**src/rtl/tpu_pkg.sv**
```systemverilog
// tpu_pkg: shared types and constants for the TPU job scheduler slice.
package tpu_pkg;
  localparam int CYC_W = 16;
  localparam int JOB_ID_W = 4;
  localparam int JOB_ADDR_W = 10;
  typedef enum logic [1:0] {
    IDLE = 2'd0,
    LAUNCH = 2'd1,
    RUN = 2'd2,
    REPORT = 2'd3
  } state_t;
  typedef struct packed {
    logic [JOB_ID_W-1:0] id;
    logic [JOB_ADDR_W-1:0] a_base;
    logic [JOB_ADDR_W-1:0] b_base;
    logic [JOB_ADDR_W-1:0] c_base;
  } desc_t;
endpackage

```
**src/rtl/tpu_job_fifo.sv**
```systemverilog
// tpu_job_fifo: synchronous FIFO; caller guarantees no push when full, no pop when empty.
module tpu_job_fifo #(
  parameter int DEPTH = 4,
  parameter int W = 8
) (
  input  logic clk,
  input  logic rst_n,
  input  logic push,
  input  logic pop,
  input  logic [W-1:0] din,
  output logic [W-1:0] dout,
  output logic full,
  output logic empty,
  output logic [$clog2(DEPTH):0] count
);
  localparam int AW = $clog2(DEPTH);
  logic [W-1:0] mem [DEPTH];
  logic [AW-1:0] wr_ptr, rd_ptr;
  assign dout = mem[rd_ptr];
  assign full = count == (AW+1)'(DEPTH);
  assign empty = count == '0;
  always_ff @(posedge clk) begin
    if (!rst_n) begin
      wr_ptr <= '0;
      rd_ptr <= '0;
      count <= '0;
    end else begin
      if (push) wr_ptr <= wr_ptr + 1'b1;
      if (pop) rd_ptr <= rd_ptr + 1'b1;
      count <= count + (AW+1)'(push) - (AW+1)'(pop);
    end
  end
  always_ff @(posedge clk)
    if (push) mem[wr_ptr] <= din;
endmodule

```
**src/rtl/tpu_job_scheduler.sv**
```systemverilog
// tpu_job_scheduler: queues job descriptors and runs them one at a time on the systolic array.
module tpu_job_scheduler
  import tpu_pkg::*;
#(
  parameter int JOB_DEPTH = 4,
  parameter int ADDR_W = JOB_ADDR_W,
  parameter int ID_W = JOB_ID_W
) (
  input  logic clk,
  input  logic rst_n,
  input  logic job_valid,
  output logic job_ready,
  input  logic [ID_W-1:0] job_id,
  input  logic [ADDR_W-1:0] job_a_base,
  input  logic [ADDR_W-1:0] job_b_base,
  input  logic [ADDR_W-1:0] job_c_base,
  output logic tpu_start,
  input  logic tpu_done,
  output logic [ADDR_W-1:0] cfg_a_base,
  output logic [ADDR_W-1:0] cfg_b_base,
  output logic [ADDR_W-1:0] cfg_c_base,
  output logic cmp_valid,
  input  logic cmp_ready,
  output logic [ID_W-1:0] cmp_id,
  output logic [CYC_W-1:0] cmp_cycles,
  output logic busy,
  output logic err_stray_done
);
  state_t state, state_nx;
  desc_t in_d, out_d;
  logic full, empty, push, pop;
  logic [$clog2(JOB_DEPTH):0] count;
  assign in_d = '{id: job_id, a_base: job_a_base, b_base: job_b_base, c_base: job_c_base};
  assign job_ready = !full;
  assign push = job_valid && job_ready;
  assign pop = state == IDLE && !empty;
  assign busy = state != IDLE || count != '0;
  tpu_job_fifo #(.DEPTH(JOB_DEPTH), .W($bits(desc_t))) u_fifo (
    .clk(clk), .rst_n(rst_n), .push(push), .pop(pop), .din(in_d), .dout(out_d),
    .full(full), .empty(empty), .count(count)
  );
  always_comb begin
    state_nx = state;
    case (state)
      IDLE:    state_nx = empty ? IDLE : LAUNCH;
      LAUNCH:  state_nx = RUN;
      RUN:     state_nx = tpu_done ? REPORT : RUN;
      default: state_nx = cmp_ready ? IDLE : REPORT;
    endcase
  end
  // cmp_id/cmp_cycles double as the active job's tag and run counter
  always_ff @(posedge clk) begin
    if (!rst_n) begin
      state <= IDLE;
      tpu_start <= 1'b0;
      cmp_valid <= 1'b0;
      cmp_id <= '0;
      cmp_cycles <= '0;
      cfg_a_base <= '0;
      cfg_b_base <= '0;
      cfg_c_base <= '0;
      err_stray_done <= 1'b0;
    end else begin
      state <= state_nx;
      tpu_start <= pop;
      cmp_valid <= state_nx == REPORT;
      if (pop) begin
        cmp_id <= out_d.id;
        cmp_cycles <= '0;
        cfg_a_base <= out_d.a_base;
        cfg_b_base <= out_d.b_base;
        cfg_c_base <= out_d.c_base;
      end else if (state == RUN && cmp_cycles != '1) begin
        cmp_cycles <= cmp_cycles + 1'b1;
      end
      if (tpu_done && state != RUN) err_stray_done <= 1'b1;
    end
  end
endmodule

```
**config.mk**
```make
export PLATFORM = sky130hd
export DESIGN_NAME = tpu_job_scheduler
export DESIGN_NICKNAME = d
export VERILOG_FILES = /design/src/rtl/tpu_pkg.sv /design/src/rtl/tpu_job_fifo.sv /design/src/rtl/tpu_job_scheduler.sv
export SDC_FILE = /design/constraint.sdc
export NUM_CORES = 1
export LEC_CHECK = 0
export ABC_AREA = 0
export CAP_MARGIN = 25
export CORE_MARGIN = 4
export CORE_UTILIZATION = 55
export DETAILED_ROUTE_END_ITERATION = 10
export MAX_ROUTING_LAYER = met4
export PLACE_DENSITY = 0.79
export SYNTH_ARGS = -nofsm -noshare
export SYNTH_HDL_FRONTEND = slang
export SYNTH_SLANG_ARGS = --single-unit
export TNS_END_PERCENT = 30
```
**constraint.sdc**
```tcl
create_clock -name clk -period 6.3 [get_ports clk]
set_clock_uncertainty 0.15 [all_clocks]
set_input_delay 1.26 -clock clk [delete_from_list [all_inputs] [get_ports clk]]
set_output_delay 1.26 -clock clk [all_outputs]
set_load 0.005 [all_outputs]
```
# After elaboration in Yosys (flattened, before gate mapping)
# Memory sizes are Yosys's and may differ from the RTL's. A register that Yosys moved wholly into a read port is not among the register bits.
# Index checks and enable logic that the tools add are counted.
# totals
mem_bits_rw	136
output_inout_bits	55
register_bits	28
mem_count	1
elab_cells	40
# classes
addsub	5
n_eq_ne	6
bitwise_logic	1
mux	6
reduce_logical	13
# mem_list
name	words	width	rd	rd_clocked_by_memory_dff	wr	line_no	text
u_fifo.mem	4	34	1	1	1	tpu_job_fifo.sv:17	logic [W-1:0] mem [DEPTH];
# op_table
operator	n
adder 16 x 1 -> 16 bit, second input constant	1
inequality test 16 bit, second input constant	1
one-hot mux 2 bit (3 select lines)	1
adder 2 x 1 -> 2 bit, second input constant	2
== test 2 bit, second input constant	2
logical AND 1 bit	4
2-to-1 mux 1 bit	4
adder 3 x 1 -> 3 bit	1
== test 3 bit, second input constant	1
zero test 1 bit	3
zero test 3 bit	1
nonzero test 3 bit	1
subtractor 3 x 1 -> 3 bit	1
== test 2 x 1 -> 1 bit, second input constant	1
zero test 2 bit	1
2-to-1 mux 2 bit	1
inequality test 2 bit, second input constant	1
nonzero test 2 bit	1
OR reduction 2 bit	1
logical OR 1 bit	1
inverter 1 bit	1

# Depth between registers and ports, before layout
# Gate-level depths: netlist (run 1).
# logic_depth
word_depth	5
mapped_depth	13

# Hierarchy
# From an unflattened synthesis (run 1), not the netlist that was laid out.
# hier_totals
cells_unflattened	491
area_unflattened_um2	7701.1
# modules_own_cells
mod	instances	cells_per_inst	area_per_inst_um2
tpu_job_fifo	1	221	5397.7
tpu_job_scheduler	1	270	2303.5

# Worst setup path before layout (run 1)
# No wires, ideal clock.
# synth_timing
kind	input to register
start	input job_valid
end	memory u_fifo.mem[0][0] (netlist name), enable pin
stages	2
path_buffers	0
path_slack_ps	3216
t_arrival_ps	2540
setup_time_ps	394
path_cell_list	a21boi_1 -> and2_1
# synth_via
elab_chain_len	3
# synth_rtl
element	line_no	text
start, declared	tpu_job_scheduler.sv:11	input logic job_valid,
logical AND 1 bit	tpu_job_scheduler.sv:35	assign push = job_valid && job_ready;
2-to-1 mux 1 bit	tpu_job_fifo.sv:34	if (push) mem[wr_ptr] <= din;
2-to-1 mux 1 bit (implied by the code)	tpu_job_fifo.sv:34	
end, declared	tpu_job_fifo.sv:17	
# No other way between the ends.

# Worst setup path after layout (run 1)
# layout_timing
start	input job_valid
end	memory u_fifo.mem[3][1] (netlist name), enable pin
# layout_via
elab_chain_len	3
# layout_rtl
element	line_no	text
logical AND 1 bit	tpu_job_scheduler.sv:35	
named net push	tpu_job_scheduler.sv:31	logic full, empty, push, pop;
2-to-1 mux 1 bit	tpu_job_fifo.sv:34	
2-to-1 mux 1 bit (implied by the code)	tpu_job_fifo.sv:34	
# The timed path passes the listed nets, and every way through them passes these cells.

==> flow_summary.ini, run 1 <==
[die]
num_io_pins = 94
die-height_um = 124
row_count = 42
initial_core_util_pct = 56.3
fp.dieArea_um2 = 15500
fp.coreArea_um2 = 13200
die_x_extent_um = 124

[cells_and_area]
layout-area-overhead-vs-synth_pct = 22.5
finalNetCount = 629
register_area_um2 = 5330
multi_input_area_um2 = 2000
post-route-util_pct = 69.0
drive_above_1_share_pct = 12.3
num_antenna_cells = 0
fillCellCount = 912

[synth]
synth.net_count = 535
yosysTopAreaCell = sky130_fd_sc_hd__edfxtp_1
synthesis.instances = 485
synthesized_cell_area_um2 = 7460
ys.flop_type = sky130_fd_sc_hd__edfxtp_1
netlist_top_cells_area = sky130_fd_sc_hd__edfxtp_1 55%, sky130_fd_sc_hd__dfxtp_1 17%, sky130_fd_sc_hd__mux4_2 10%
avgSynthCellArea_um2 = 15.4
netlist_top_cells_count = 136 x sky130_fd_sc_hd__edfxtp_1, 78 x sky130_fd_sc_hd__nand2_1, 62 x sky130_fd_sc_hd__dfxtp_1
synthMostInstantiatedCell = sky130_fd_sc_hd__edfxtp_1
synth_seq_cells = 198
yosysWarnings = 0
count_of_flip_flops_with_a_built_in_enable_after_synthesis = 136
async_reset_ff_share_pct = 0
synth_top_area_share_pct = 54.8
synth.lib_cells_used.distinct = 41
seq_area_frac_synth_pct = 71.4

[timing]
timing.final.ws_setup_ns = 3.14
setup_viol_count_final = 0
max-slew-margin-rel_pct = 37.4
hold_violations = 0
post-route-min-period_ns = 3.16
grt_setup_unrepaired = no
tightestPinTransition_ns = 0.938
period_share_pct = 50.1
fin_tns_setup_ns = 0
top_achievable_clock_speed_mhz = 317
report.final.slew_viol_count = 0

[worst_setup_path]
critPathCaptureType = flop
critical_path_required_ns = 6.19
critical_path.startpoint_type = input port
worst-path-max-fanout = 34
ws_path_type = input port to flop
arrival_ns = 3.05

[global_route]
grt-ovfl-total = 0
globalRouteTotalUtil_pct = 20.2
grt_pass1_vias = 4655
grt_start_max_net_pins = 47
global_route_wire_length_before_repair_um = 24000
number_of_antenna_violations_at_the_first_check_in_global_routing = 0

[clock_tree]
cts.repair_timing.setup_buffer_count = 0
holdBufCountCts = 0
cts.sinks = 198
tritoncts_clock_tree = yes
number_of_clock_buffers_inserted_by_tritoncts = 17
max-clock-path-buffers = 2
cts-resized-gates = 0
clockRootBuffer = sky130_fd_sc_hd__clkbuf_16
clk_latency_ns = 0.42
clkSlewWorstSetupHoldPaths_ns = 0.06
h-tree-depth = 4

[route]
num_vias = 4351
detail_route.drc_violations = 0
antenna_left = 0
drt_iter0_drc = 364
routed_wirelength_um = 14500
avgViaCountPerCell = 5.67
detail_route.wl_per_cell_um = 18.9
count_of_tritonroute_iterations_in_the_first_routing_pass = 5

[pwr]
leakagePower_nw = 3.00
totalPowerFinal_w = 0.00386
power-per-cell-area_nw_per_um2 = 423
vdd_drop_max_uv = 291

[placement]
dp_hpwl_um = 8850
detailedPlace.worstSlack_ns = 2.72
place.port_buffers = 93
globalplace.congestion = 0.858

[job]
drv_cap = 0

[outcome]
outcome = complete, no violations

[min_path]
min-delay-path-class = flop to flop
==> where the power goes <==
part | switching [W] | internal (W) | total (W)
sequential | 0.000138 | 0.00163 | 0.00177
clock | 0.000421 | 0.000636 | 0.00106
combinational | 0.000524 | 0.000519 | 0.00104
==> sequential cells by signal (all words and copies together), names as in the netlist <==
name	cells
tpu_start	1
u_fifo.rd_ptr	2
cmp_valid	1
cfg_c_base	10
u_fifo.count	3
cmp_id	4
u_fifo.wr_ptr	2
cfg_a_base	10
cmp_cycles	16
state	2
u_fifo.mem	136
cfg_b_base	10
err_stray_done	1
==> layout make-up <==
type | count | area share (%)
repair buffers | 97 | 10.5
multi-input cells | 252 | 21.9
clock buffers | 27 | 5.18
well taps | 176 | 2.41
clock inverters | 5 | 1.12
inverters | 13 | 0.534
flip-flops and latches | 198 | 58.3
==> worst paths after layout <==
path	start	end	slack [ns]	cells past startpoint
worst max-delay path	job_valid	u_fifo.mem[3][1]	3.14	3
worst min-delay path	cmp_id[1]	cmp_id[1]	0.31	2
worst max register to register	u_fifo.count[1]	u_fifo.mem[3][1]	3.83	3
worst min register to register	cmp_id[1]	cmp_id[1]	0.31	2
==> logic make-up (layout without fill, tap and decap cells) <==
logic type,Yosys count,count (layout),share of synthesized area [%]
fa+ha+maj,11,11,1.95
compound gates,66,66,4.97
simple gates,133,133,8.46
flops,198,198,71.4
xor+xnor,5,5,0.587
buf+inv,35,142,1.98
mux,37,37,10.7
==> through the flow <==
step / instances / cell area (um^2) / hold WS, ns
3_5_place_dp: 736 / 8560 / 0.300
3_3_place_gp: 736 / 8560 / 0.294
2_1_floorplan: 485 / 7460 / 0.303
5_1_grt: 768 / 9140 / 0.320
4_1_cts: 768 / 9140 / 0.309
6_report: 768 / 9140 / 0.305
==> layout by cell type (no fill, tap or decap), types with 3 or more instances in the layout <==
master / count
sky130_fd_sc_hd__a21oi_1: 47
sky130_fd_sc_hd__and2_1: 3
sky130_fd_sc_hd__and2_2: 4
sky130_fd_sc_hd__and4_1: 3
sky130_fd_sc_hd__buf_4: 4
sky130_fd_sc_hd__bufinv_16: 3
sky130_fd_sc_hd__clkbuf_1: 9
sky130_fd_sc_hd__clkbuf_16: 17
sky130_fd_sc_hd__clkdlybuf4s50_1: 93
sky130_fd_sc_hd__dfxtp_1: 60
sky130_fd_sc_hd__edfxtp_1: 136
sky130_fd_sc_hd__ha_1: 10
sky130_fd_sc_hd__inv_1: 11
sky130_fd_sc_hd__mux2i_1: 3
sky130_fd_sc_hd__mux4_2: 34
sky130_fd_sc_hd__nand2_1: 78
sky130_fd_sc_hd__nand3_1: 4
sky130_fd_sc_hd__nand4_1: 4
sky130_fd_sc_hd__nor2_1: 13
sky130_fd_sc_hd__nor3_1: 3
sky130_fd_sc_hd__o21ai_0: 6
sky130_fd_sc_hd__o31ai_1: 6
sky130_fd_sc_hd__or3_1: 5
sky130_fd_sc_hd__or4_1: 6
sky130_fd_sc_hd__xnor2_1: 3
==> per-layer routing <==
| metal | vias up | wire length, um | global-route usage [%] |
|---|---|---|---|
| li1 | 2014 | - | - |
| met1 | 2154 | 6190 | 25.6 |
| met2 | 157 | 7410 | 32.3 |
| met3 | 26 | 698 | 4.33 |
| met4 | 0 | 211 | 7.35 |
| met5 | - | 0 | - |
==> critical path: stages <==
cell and delay (ns):
sky130_fd_sc_hd__clkdlybuf4s50_1 0.45, sky130_fd_sc_hd__a21boi_1 0.46, sky130_fd_sc_hd__and2_2 0.86
Power figures use the tool's default switching activity.
==> run 2, diff against run 1 <==
clock period = 3.3 ns   (was 6.3 ns; I/O delays follow)
==> flow_summary.ini, run 2 (synthesis gave the netlist of run 1 again) <==
[outcome]
outcome = complete, no violations

[worst_setup_path]
ws_path_type = flop to output pin
critPathCaptureType = output pin
path_cells = inv_1 > ha_1 > nand3b_1 > clkdlybuf4s50_1
critical_path.startpoint_type = flop
worst-path-max-fanout = 2
arrival_ns = 1.67
cpLargestDelayFamily = buffers and inverters
cp.buffers_inverters = 2
critical_path_required_ns = 2.49
crit_path_top_delay_cell = sky130_fd_sc_hd__clkdlybuf4s50_1
max_stage_delay_ns = 0.50

[clock_tree]
clockRootBuffer = sky130_fd_sc_hd__clkbuf_16
cts-resized-gates = 0
tritoncts_clock_tree = yes
number_of_clock_buffers_inserted_by_tritoncts = 17
cts.repair_timing.setup_buffer_count = 0
h-tree-depth = 4
clkSlewWorstSetupHoldPaths_ns = 0.07
holdBufCountCts = 0
cts.sinks = 198
max-clock-path-buffers = 2
clk_latency_ns = 0.43

[global_route]
grt_start_max_net_pins = 39
globalRouteTotalUtil_pct = 20.5
use_met2_pct = 34.1
grt-ovfl-total = 0
met3_usage_pct = 5.53
grt_pass1_vias = 4600
number_of_antenna_violations_at_the_first_check_in_global_routing = 0
gr-usage-met1_pct = 24.1
globalRoute.busiestLayer = met2
global_route_wire_length_before_repair_um = 23800

[die]
fp.coreArea_um2 = 13200
die_x_extent_um = 124
fp.dieArea_um2 = 15500
row_count = 42
num_io_pins = 94
initial_core_util_pct = 56.3
die-height_um = 124

[timing]
fin_tns_setup_ns = 0
top_achievable_clock_speed_mhz = 403
hold_violations = 0
post-route-min-period_ns = 2.48
report.final.slew_viol_count = 0
setup_viol_count_final = 0
period_share_pct = 75.1
grt_setup_unrepaired = no
max-slew-margin-rel_pct = 39.0
tightestPinTransition_ns = 0.915

[placement]
dp_hpwl_um = 9300
globalplace.congestion = 0.845
place.port_buffers = 93

[route]
detail_route.drc_violations = 0
detail_route.wl_per_cell_um = 18.8
routed_wirelength_um = 14600
num_vias = 4384
antenna_left = 0
drt_iter0_drc = 253
avgViaCountPerCell = 5.66
count_of_tritonroute_iterations_in_the_first_routing_pass = 5

[pwr]
vdd_drop_max_uv = 533
power-per-cell-area_nw_per_um2 = 797
leakagePower_nw = 3.03

[min_path]
min-delay-path-class = flop to flop

[cells_and_area]
max_flop_register = u_fifo.mem
final_cell_mix = 136 x sky130_fd_sc_hd__edfxtp_1, 93 x sky130_fd_sc_hd__clkdlybuf4s50_1, 78 x sky130_fd_sc_hd__nand2_1, 60 x sky130_fd_sc_hd__dfxtp_1, 47 x sky130_fd_sc_hd__a21oi_1
drive_above_1_share_pct = 13.7
top_regs = u_fifo.mem (136), cmp_cycles (16)
fillCellCount = 892
post-route-util_pct = 69.6
finalNetCount = 635
layout-area-overhead-vs-synth_pct = 23.6
largest_register_ff_count = 136
layout_commonest_cell = sky130_fd_sc_hd__edfxtp_1
num_antenna_cells = 0

[job]
drv_cap = 0
[run 2: changes by cell type in the layout (fill, tap and decap cells not counted)]
cell | before | now
sky130_fd_sc_hd__clkinv_2 | 1 | 4
sky130_fd_sc_hd__clkinv_1 | 1 | 3
sky130_fd_sc_hd__buf_4 | 4 | 5
sky130_fd_sc_hd__clkinvlp_2 | 0 | 1
sky130_fd_sc_hd__bufinv_16 | 3 | 2
sky130_fd_sc_hd__clkbuf_8 | 1 | 0
sky130_fd_sc_hd__buf_12 | 0 | 5
sky130_fd_sc_hd__clkbuf_1 | 9 | 4
sky130_fd_sc_hd__clkinv_4 | 0 | 1
[run 2: worst min-delay path: cells and delay by family, from the launching register on]
family	cells	cell delay (ns)
AOI/OAI and AO/OA	1	0.05
DFF	1	0.31
and+or+nand+nor	1	0.05
[run 2: cell type report]
cell class,count,area [um^2],share of cell area [%]
multi-input cells,252,2000,21.7
clock buffers,21,440,4.78
inverters,13,48.8,0.529
clock inverters,11,109,1.18
repair buffers,103,1070,11.6
well taps,176,220,2.39
flip-flops and latches,198,5330,57.8
[run 2: metrics by stage]
step | worst slack [ns] | hold slack, ns | instance area (um^2) | power, W | cells
detailed placement | 0.627 | 0.299 | 8670 | 0.00550 | 742
floorplan | 0.816 | 0.303 | 7460 | 0.00454 | 485
finish | 0.820 | 0.306 | 9220 | 0.00735 | 774
global route | 0.726 | 0.331 | 9220 | 0.00775 | 774
global placement | 0.669 | 0.294 | 8670 | 0.00540 | 742
CTS | 0.781 | 0.309 | 9220 | 0.00744 | 774
[run 2: final timing paths]
| check | startpoint | to | slack, ns | depth (start not counted) |
|---|---|---|---|---|
| setup / recovery | state[0] | busy | 0.82 | 4 |
| hold / removal | cfg_c_base[8] | cfg_c_base[8] | 0.31 | 2 |
| setup reg to reg | state[0] | u_fifo.count[2] | 0.86 | 12 |
| hold reg to reg | cfg_c_base[8] | cfg_c_base[8] | 0.31 | 2 |
[run 2: power breakdown]
| part | internal [W] | switching [W] | total [W] |
|---|---|---|---|
| Clock | 0.00110 | 0.000831 | 0.00193 |
| Sequential | 0.00310 | 0.000283 | 0.00338 |
| Combinational | 0.00104 | 0.000997 | 0.00203 |
| Total | 0.00524 | 0.00211 | 0.00735 |
[run 2: metal layers]
metal / part of all wire (%) / vias to the layer above
met5: 0 / -
met4: 2.4 / 0
met3: 5.3 / 24
met2: 52 / 135
met1: 40 / 2196
li1: - / 2029
